### src/rtl/sba_pkg.sv
// Shared types and constants for the SBA interconnect and its decode block.
package sba_pkg;
    localparam int DW = 32;
    localparam int BW = 4;

    typedef enum logic [1:0] {
        ST_IDLE = 2'd0,
        ST_BUSY = 2'd1,
        ST_RESP = 2'd2
    } sba_state_e;

    localparam logic [1:0] ERR_NONE    = 2'd0;
    localparam logic [1:0] ERR_DECODE  = 2'd1;
    localparam logic [1:0] ERR_TIMEOUT = 2'd2;

    // A single-slave build still needs a 1-bit select index.
    function automatic int sel_width(input int n);
        return (n > 1) ? $clog2(n) : 1;
    endfunction
endpackage

### src/rtl/sba_decode.sv
// Address-to-slave decode: picks the select field and flags indices
// that have no slave behind them.
module sba_decode
    import sba_pkg::*;
#(
    parameter int N_SLAVES = 4,
    parameter int SEL_HI   = 31,
    parameter int SEL_LO   = 28,
    parameter int IW       = sel_width(N_SLAVES)
) (
    input  logic [DW-1:0] addr,
    output logic [IW-1:0] sel,
    output logic          valid
);
    localparam int FW = SEL_HI - SEL_LO + 1;
    localparam logic [31:0] N_U = 32'(N_SLAVES);

    logic [FW-1:0] field;
    logic          unused_addr;

    assign field       = addr[SEL_HI:SEL_LO];
    assign unused_addr = ^addr;
    assign sel         = IW'(field);
    assign valid       = (32'(field) < N_U);
endmodule

### src/rtl/sba_interconnect.sv
// SBA interconnect: one master to N_SLAVES slaves with a registered request,
// decode-error and ack-timeout responses, and a sticky first-error capture.
module sba_interconnect
    import sba_pkg::*;
#(
    parameter int N_SLAVES = 4,
    parameter int SEL_HI   = 31,
    parameter int SEL_LO   = 28,
    parameter int TIMEOUT  = 255
) (
    input  logic                   i_clk,
    input  logic                   i_rst_n,
    input  logic [DW-1:0]          i_m_addr,
    input  logic                   i_m_stb,
    input  logic [BW-1:0]          i_m_we,
    input  logic [DW-1:0]          i_m_dat_w,
    output logic [DW-1:0]          o_m_dat_r,
    output logic                   o_m_ack,
    output logic                   o_m_err,
    output logic [DW-1:0]          o_s_addr,
    output logic [BW-1:0]          o_s_we,
    output logic [DW-1:0]          o_s_dat_w,
    output logic [N_SLAVES-1:0]    o_s_stb,
    input  logic [N_SLAVES-1:0]    i_s_ack,
    input  logic [DW*N_SLAVES-1:0] i_s_dat_r,
    output logic                   o_err_valid,
    output logic [DW-1:0]          o_err_addr,
    output logic [1:0]             o_err_cause,
    input  logic                   i_err_clr
);
    // state   | meaning
    // ST_IDLE | waiting for i_m_stb; request latched and decoded
    // ST_BUSY | strobing the selected slave, counting toward TIMEOUT
    // ST_RESP | one-cycle o_m_ack / o_m_err to the master

    localparam int IW = sel_width(N_SLAVES);
    localparam int CW = (TIMEOUT > 0) ? $clog2(TIMEOUT + 1) : 1;
    localparam logic [CW-1:0] TO_VAL = CW'(TIMEOUT);
    localparam bit TO_EN = (TIMEOUT != 0);

    sba_state_e    state_q, state_d;
    logic [IW-1:0] sel_q, sel_d;
    logic [DW-1:0] addr_q, addr_d, dat_w_q, dat_w_d, dat_r_q, dat_r_d;
    logic [BW-1:0] we_q, we_d;
    logic [CW-1:0] cnt_q, cnt_d;
    logic          ack_q, ack_d, err_q, err_d;
    logic          err_valid_q, err_valid_d;
    logic [DW-1:0] err_addr_q, err_addr_d;
    logic [1:0]    err_cause_q, err_cause_d;

    logic [IW-1:0]       dec_sel;
    logic                dec_valid;
    logic                sel_ack;
    logic [DW-1:0]       sel_dat;
    logic [1:0]          cause_new;
    logic [DW-1:0]       addr_new;
    logic [N_SLAVES-1:0] stb_c;

    sba_decode #(
        .N_SLAVES (N_SLAVES),
        .SEL_HI   (SEL_HI),
        .SEL_LO   (SEL_LO),
        .IW       (IW)
    ) u_decode (
        .addr  (i_m_addr),
        .sel   (dec_sel),
        .valid (dec_valid)
    );

    assign sel_ack = i_s_ack[sel_q];
    assign sel_dat = i_s_dat_r[DW*sel_q +: DW];

    // Strobe drops in the ack cycle itself so the slave accepts exactly once.
    always_comb begin
        stb_c = '0;
        if (state_q == ST_BUSY && !sel_ack) stb_c[sel_q] = 1'b1;
    end

    always_comb begin
        state_d     = state_q;
        sel_d       = sel_q;
        addr_d      = addr_q;
        we_d        = we_q;
        dat_w_d     = dat_w_q;
        dat_r_d     = dat_r_q;
        cnt_d       = cnt_q;
        ack_d       = 1'b0;
        err_d       = 1'b0;
        cause_new   = ERR_NONE;
        addr_new    = addr_q;
        err_valid_d = err_valid_q;
        err_addr_d  = err_addr_q;
        err_cause_d = err_cause_q;

        case (state_q)
            ST_IDLE: begin
                if (i_m_stb) begin
                    addr_d  = i_m_addr;
                    we_d    = i_m_we;
                    dat_w_d = i_m_dat_w;
                    if (dec_valid) begin
                        sel_d   = dec_sel;
                        cnt_d   = '0;
                        state_d = ST_BUSY;
                    end else begin
                        state_d   = ST_RESP;
                        err_d     = 1'b1;
                        dat_r_d   = '0;
                        cause_new = ERR_DECODE;
                        addr_new  = i_m_addr;
                    end
                end
            end
            ST_BUSY: begin
                if (sel_ack) begin
                    dat_r_d = sel_dat;
                    ack_d   = 1'b1;
                    state_d = ST_RESP;
                end else if (TO_EN && cnt_q == TO_VAL) begin
                    dat_r_d   = '0;
                    err_d     = 1'b1;
                    cause_new = ERR_TIMEOUT;
                    state_d   = ST_RESP;
                end else if (cnt_q != TO_VAL) begin
                    cnt_d = cnt_q + CW'(1);
                end
            end
            ST_RESP: state_d = ST_IDLE;
            default: state_d = ST_IDLE;
        endcase

        // A new error in the clear cycle replaces the old capture.
        if (err_d && (!err_valid_q || i_err_clr)) begin
            err_valid_d = 1'b1;
            err_addr_d  = addr_new;
            err_cause_d = cause_new;
        end else if (i_err_clr) begin
            err_valid_d = 1'b0;
            err_addr_d  = '0;
            err_cause_d = ERR_NONE;
        end
    end

    always_ff @(posedge i_clk or negedge i_rst_n) begin
        if (!i_rst_n) begin
            state_q     <= ST_IDLE;
            sel_q       <= '0;
            addr_q      <= '0;
            we_q        <= '0;
            dat_w_q     <= '0;
            dat_r_q     <= '0;
            cnt_q       <= '0;
            ack_q       <= 1'b0;
            err_q       <= 1'b0;
            err_valid_q <= 1'b0;
            err_addr_q  <= '0;
            err_cause_q <= ERR_NONE;
        end else begin
            state_q     <= state_d;
            sel_q       <= sel_d;
            addr_q      <= addr_d;
            we_q        <= we_d;
            dat_w_q     <= dat_w_d;
            dat_r_q     <= dat_r_d;
            cnt_q       <= cnt_d;
            ack_q       <= ack_d;
            err_q       <= err_d;
            err_valid_q <= err_valid_d;
            err_addr_q  <= err_addr_d;
            err_cause_q <= err_cause_d;
        end
    end

    assign o_s_stb     = stb_c;
    assign o_s_addr    = addr_q;
    assign o_s_we      = we_q;
    assign o_s_dat_w   = dat_w_q;
    assign o_m_dat_r   = dat_r_q;
    assign o_m_ack     = ack_q;
    assign o_m_err     = err_q;
    assign o_err_valid = err_valid_q;
    assign o_err_addr  = err_addr_q;
    assign o_err_cause = err_cause_q;
endmodule

### config.mk
export PLATFORM = sky130hd
export DESIGN_NAME = sba_interconnect
export DESIGN_NICKNAME = d
export VERILOG_FILES = /design/src/rtl/sba_pkg.sv /design/src/rtl/sba_decode.sv /design/src/rtl/sba_interconnect.sv
export SDC_FILE = /design/constraint.sdc
export NUM_CORES = 1
export LEC_CHECK = 0
export BUFFER_PORTS_ARGS = -buffer_cell sky130_fd_sc_hd__buf_2
export CORE_MARGIN = 5
export CORE_UTILIZATION = 40
export DETAILED_ROUTE_END_ITERATION = 8
export GPL_TIMING_DRIVEN = 0
export HOLD_SLACK_MARGIN = 0.08
export PLACE_DENSITY = 0.77
export SETUP_SLACK_MARGIN = 0.2
export SLEW_MARGIN = 10
export SYNTH_ARGS = -nofsm -noshare
export SYNTH_HDL_FRONTEND = slang
export SYNTH_SLANG_ARGS = --single-unit
export TNS_END_PERCENT = 5
### constraint.sdc
create_clock -name i_clk -period 3.5 [get_ports i_clk]
set_input_delay 0.7 -clock i_clk [delete_from_list [all_inputs] [get_ports i_clk]]
set_output_delay 0.7 -clock i_clk [all_outputs]
set_load 0.01 [all_outputs]
==> results of run 1 <==
==> flip-flops by register name (all words and copies together), names as in the netlist <==
register     flops
cnt_q            8
o_err_addr      32
o_err_cause      2
o_err_valid      1
o_m_ack          1
o_m_dat_r       32
o_m_err          1
o_s_addr        32
o_s_dat_w       32
o_s_we           4
sel_q            2
state_q          2
==> power by group <==
group          leakage (nW)  switching (mW)  total, mW  internal [mW]
Sequential             1.92           0.329       2.55           2.22
Clock                 0.298           0.748       1.88           1.13
Combinational          2.87            1.33       2.36           1.03
Total                  5.08            2.40       6.79           4.38
==> critical path: cells and delay by family (launching register included) <==
| family | cells | cell delay, ns |
|---|---|---|
| buffers and inverters | 3 | 1.13 |
| DFF | 1 | 0.41 |
| and+or+nand+nor | 1 | 0.21 |
==> per-stage QoR <==
step / std cells / total power [mW] / setup TNS (ns) / setup WS, ns
floorplan: 636 / 3.87 / 0 / 1.48
global placement: 1204 / 4.88 / -78.61 / -0.543
detailed placement: 1205 / 4.95 / 0 / 0.847
CTS: 1237 / 6.85 / 0 / 0.597
global route: 1237 / 7.19 / 0 / 0.471
finish: 1237 / 6.79 / 0 / 0.634
==> layer usage <==
| metal | up-vias | part of all wire | GRT usage |
|---|---|---|---|
| met3 | 47 | 0.085 | 0.0630 |
| met4 | 0 | 0.029 | 0.0823 |
| met1 | 3209 | 0.40 | 0.301 |
| met5 | - | 0 | 0 |
| li1 | 3000 | - | - |
| met2 | 316 | 0.49 | 0.387 |
==> final cells by class <==
| type | count | area [sq um] | area share |
|---|---|---|---|
| multi-input combinational | 437 | 2960 | 0.310 |
| clock inverter | 15 | 179 | 0.0187 |
| clock buffer | 17 | 425 | 0.0446 |
| inverter | 3 | 11.3 | 0.00118 |
| timing repair buffer | 344 | 1750 | 0.184 |
| buffer | 47 | 205 | 0.0215 |
| tap | 225 | 282 | 0.0295 |
| sequential | 149 | 3730 | 0.391 |
==> worst paths after layout <==
| check | from | endpoint | depth (start not counted) |
|---|---|---|---|
| worst max-delay path | sel_q[1] | o_s_stb[2] | 4 |
| worst min-delay path | i_rst_n | o_s_we[1] | 1 |
| worst max register to register | cnt_q[0] | o_err_addr[12] | 6 |
| worst min register to register | o_s_dat_w[0] | o_s_dat_w[0] | 2 |
| max in group asynchronous | i_rst_n | o_s_dat_w[2] | 2 |
| min in group i_clk | i_m_dat_w[30] | o_s_dat_w[30] | 3 |
==> synthesized netlist by cell type (all sizes together) <==
| cell type | count |
|---|---|
| clkbuf | 24 |
| o21ai | 2 |
| nand2b | 8 |
| or4 | 2 |
| a41oi | 26 |
| nand2 | 219 |
| mux2i | 15 |
| dfrtp | 149 |
| a211oi | 1 |
| or3b | 1 |
| and3b | 1 |
| ha | 1 |
| and3 | 2 |
| a21o | 1 |
| nor2 | 30 |
| inv | 3 |
| o2bb2ai | 27 |
| nor2b | 2 |
| nand3 | 7 |
| a21oi | 4 |
| or2 | 2 |
| or3 | 1 |
| buf | 23 |
| a311oi | 1 |
| o211ai | 1 |
| mux4 | 32 |
| nor4b | 1 |
| a211o | 1 |
| o31ai | 2 |
| nor3b | 2 |
| nor3 | 3 |
| a21boi | 2 |
| a22o | 33 |
| nor4 | 1 |
| a22oi | 1 |
| a31oi | 1 |
| nand4 | 2 |
| o41ai | 1 |
| and2 | 1 |
==> logic make-up (layout without fill, tap and decap cells) <==
logic type      after synthesis  count (layout)  synth area share
compound gates              104             104             0.130
fa+ha+maj                     1               1           0.00181
mux                          47              47             0.126
buf+inv                      50             426            0.0314
simple gates                285             285             0.170
flops                       149             149             0.540
==> flow_summary.yaml, run 1 <==
clocking:
  cts.sinks: 149
  cts_buffers: 17
  ctsResizeCount: 0
  clk_latency_ns: 0.42
  path_clk_slew_ns: 0.06
  cts_tree: "yes"
  clockBufferDepth: 2
  postCtsHoldBufs: 0
  htree_levels: 4
  postCtsSetupBuffers: 0
  cts_root_buffer: "clkbuf_16"
sta:
  setup_viol: 0
  maxSlewViolCount: 0
  worst_pin_slew_ns: 0.837
  whs_ns: 0.226
  relSlewSlack: 0.442
  period_share: 0.819
  hold_viol_final: 0
  clock_skew_ns: 0.00871
  rsz0062_at_grt: "no"
  max_freq_mhz: 349
  period_minus_slack_ns: 2.87
finish:
  areaGrowthSynthToFinish_pct: 38.2
  fillerInstances: 1486
  antennaDiodeCount: 0
  mostFrequentLayoutCells: "350 x buf_2, 219 x nand2_1, 149 x dfrtp_1"
  finalInstanceArea_sq_um: 9540
  fin_util: 0.558
  drive_gt1_frac: 0.420
  final_common_cell: "buf_2"
  final_nets: 1204
synth:
  synthesis.nets: 841
  ys_ff_latch: 149
  synth_area_sq_um: 6900
  seq_area_frac_synth: 0.540
  syn_avg_cell_area_sq_um: 10.9
  yosysUniqueCellTypes: 44
  synth_top_area_frac: 0.540
  synthCells: 636
  synth_area_leaders: "dfrtp_1 54%, nand2_1 12%, mux4_2 10%"
  yosysTopAreaCell: "dfrtp_1"
  yosys_warnings: 0
status:
  status: "complete, no violations"
pwr:
  power.density_nw_per_um2: 711
  p_leak_nw: 5.08
  ir_drop_mv: 0.472
route:
  ant_nets: 0
  wl_per_cell_microns: 19.2
  drt_iter0_markers: 343
  vias: 6572
  wl_microns: 23700
  dr.pass1.iters: 5
  routed_via_density: 5.31
  drcViolationCount: 0
global_routing:
  grt_overflow_total: 0
  antenna_found_initial: 0
  grt_pass1_vias: 6627
  track_usage: 0.235
  grt_max_degree: 80
  grt_pass1_wl_microns: 36700
floorplanning:
  core_sq_um: 17100
  die_x_microns: 141
  die-area_sq_um: 20000
  initial_core_util: 0.403
  die_h_microns: 141
  rows: 48
  pin_count: 345
setup_path:
  cpMostUsedCell: "buf_1"
  critical_path_class: "register to primary output"
  required_ns: 2.80
  arrival_ns: 2.17
  critPathCaptureType: "primary output"
  start_kind: "register"
  crit_chain: "buf_1 -> buf_1 -> and3_1 -> buf_2"
  rrSetupSlack_ns: 1.15
  slowest_stage: "buf_1"
  cpPeakStageDelay_ns: 0.57
  crit_fanout: 10
place:
  dp_hpwl_microns: 18100
  post_dp_cell_area_sq_um: 8940
  place_congestion: 0.880
  port_buffers: 343
job:
  drv_cap: 0
min_path:
  hp-class: "input port to async pin"
(Power assumes the default switching activity.)
==> run 2: changes to the inputs <==
==> constraint.sdc (replaced) <==
create_clock -name i_clk -period 2.8 [get_ports i_clk]
set_input_delay 0.56 -clock i_clk [delete_from_list [all_inputs] [get_ports i_clk]]
set_output_delay 0.56 -clock i_clk [all_outputs]
set_load 0.01 [all_outputs]
==> run 2 against run 1 <==
  * Flip-flop and latch count stayed put
  * Sequential power is 25% higher
  * Non-clock buffer count stayed put
  * Register-to-register slack worse by 0.68 ns
  * First-iteration DRC count is 18% lower
  * Sequential share of layout area hardly changed
  * Power is 25% higher
  * Largest cell class unchanged
==> flow_summary.yaml, run 2 (synthesis results as in run 1) <==
status:
  status: "complete, no violations"
floorplanning:
  initial_core_util: 0.403
  die-area_sq_um: 20000
  die_x_microns: 141
  rows: 48
  core_sq_um: 17100
  pin_count: 345
  die_h_microns: 141
setup_path:
  crit_fanout: 10
  required_ns: 2.24
  critPathCaptureType: "primary output"
  critical_path_class: "register to primary output"
  arrival_ns: 1.89
  start_kind: "register"
pwr:
  finalPower_mw: 8.48
  power.density_nw_per_um2: 889
  ir_drop_mv: 0.589
  p_leak_nw: 5.09
global_routing:
  grtUsageMet3: 0.0630
  grt_max_degree: 80
  grt_pass1_wl_microns: 36700
  gr-max-usage-layer: "met2"
  grt_overflow_total: 0
  grt_util_met2: 0.387
  grt_pass1_vias: 6628
  antenna_found_initial: 0
  grtUsageMet1: 0.301
  track_usage: 0.235
clocking:
  clockBufferDepth: 2
  cts_tree: "yes"
  cts_root_buffer: "clkbuf_16"
  cts.sinks: 149
  path_clk_slew_ns: 0.06
  cts_buffers: 17
  htree_levels: 4
  clk_latency_ns: 0.42
place:
  place_congestion: 0.880
  post_dp_cell_area_sq_um: 8940
  port_buffers: 343
  dp_hpwl_microns: 18100
  place_inst: 1205
route:
  dr.pass1.iters: 5
  wl_per_cell_microns: 19.2
  wl_microns: 23700
  routed_via_density: 5.30
  drcViolationCount: 0
  ant_nets: 0
  drt_iter0_markers: 282
  vias: 6552
sta:
  clock_skew_ns: 0.00854
  rsz0062_at_grt: "yes"
  hold_viol_final: 0
  period_minus_slack_ns: 2.45
  period_share: 0.876
  timing.setup.tns_ns: 0
  setup_viol: 0
  maxSlewViolCount: 0
  relSlewSlack: 0.435
  worst_pin_slew_ns: 0.848
  max_freq_mhz: 408
min_path:
  hp-class: "input port to async pin"
job:
  drv_cap: 0
finish:
  fin_util: 0.558
  final_nets: 1204
  areaGrowthSynthToFinish_pct: 38.3
  layoutNonFillerInstCount: 1237
  mostFrequentLayoutCells: "351 x buf_2, 219 x nand2_1, 149 x dfrtp_1"
  finalInstanceArea_sq_um: 9550
  antennaDiodeCount: 0
  drive_gt1_frac: 0.422
  final_common_cell: "buf_2"
-- run 2: changes by cell type in the layout (fill, tap and decap cells not counted), sizes merged --
cell    before  now
clkbuf      41   42
buf        367  366
-- run 2: metal layers --
metal / vias to the layer above / wire, microns
met5: - / 0
li1: 2998 / -
met3: 53 / 2060
met4: 0 / 743
met1: 3188 / 9390
met2: 313 / 11500
-- run 2: path summary, 6_finish.rpt --
check	from	end	slack [ns]	cells past startpoint
worst max-delay path	sel_q[1]	o_s_stb[2]	0.35	4
min in group i_clk	i_m_dat_w[30]	o_s_dat_w[30]	0.33	3
worst max register to register	cnt_q[0]	o_err_addr[12]	0.47	6
worst min register to register	o_s_dat_w[0]	o_s_dat_w[0]	0.47	2
max in group asynchronous	i_rst_n	o_s_dat_w[2]	1.92	2
worst min-delay path	i_rst_n	o_s_we[1]	0.09	1
-- run 2: power breakdown --
group	switching, mW	internal [mW]
Sequential	0.412	2.78
Clock	0.937	1.41
Combinational	1.66	1.29
-- run 2: timing repair --
action,in CTS,in global routing
endpoints found under the hold margin,0,0
resized for setup,1,2
setup buffers,0,0
hold buffers,0,0
setup endpoints to repair,4,2
gates cloned,0,0
-- run 2: layout make-up --
cell class                      instances  area, sq um
Fill cell                            1489         7570
Clock inverter                         15          179
Sequential cell                       149         3730
Multi-Input combinational cell        437         2960
Timing Repair Buffer                  344         1750
Buffer                                 47          208
Clock buffer                           17          425
Tap cell                              225          282
Inverter                                3         11.3
-- run 2: metrics by stage --
stage                     hold WS, ns  setup WS, ns
after floorplan                 0.264         0.918
after global placement          0.454         -1.10
after detailed placement        0.458         0.287
after CTS                       0.115         0.314
after global routing            0.120         0.193
final                          0.0883         0.348
-- run 2: critical path, stage by stage (launching register included) --
cell	delay [ns]
dfrtp_1	0.40
buf_2	0.32
buf_1	0.39
and3_1	0.21
buf_2	0.14
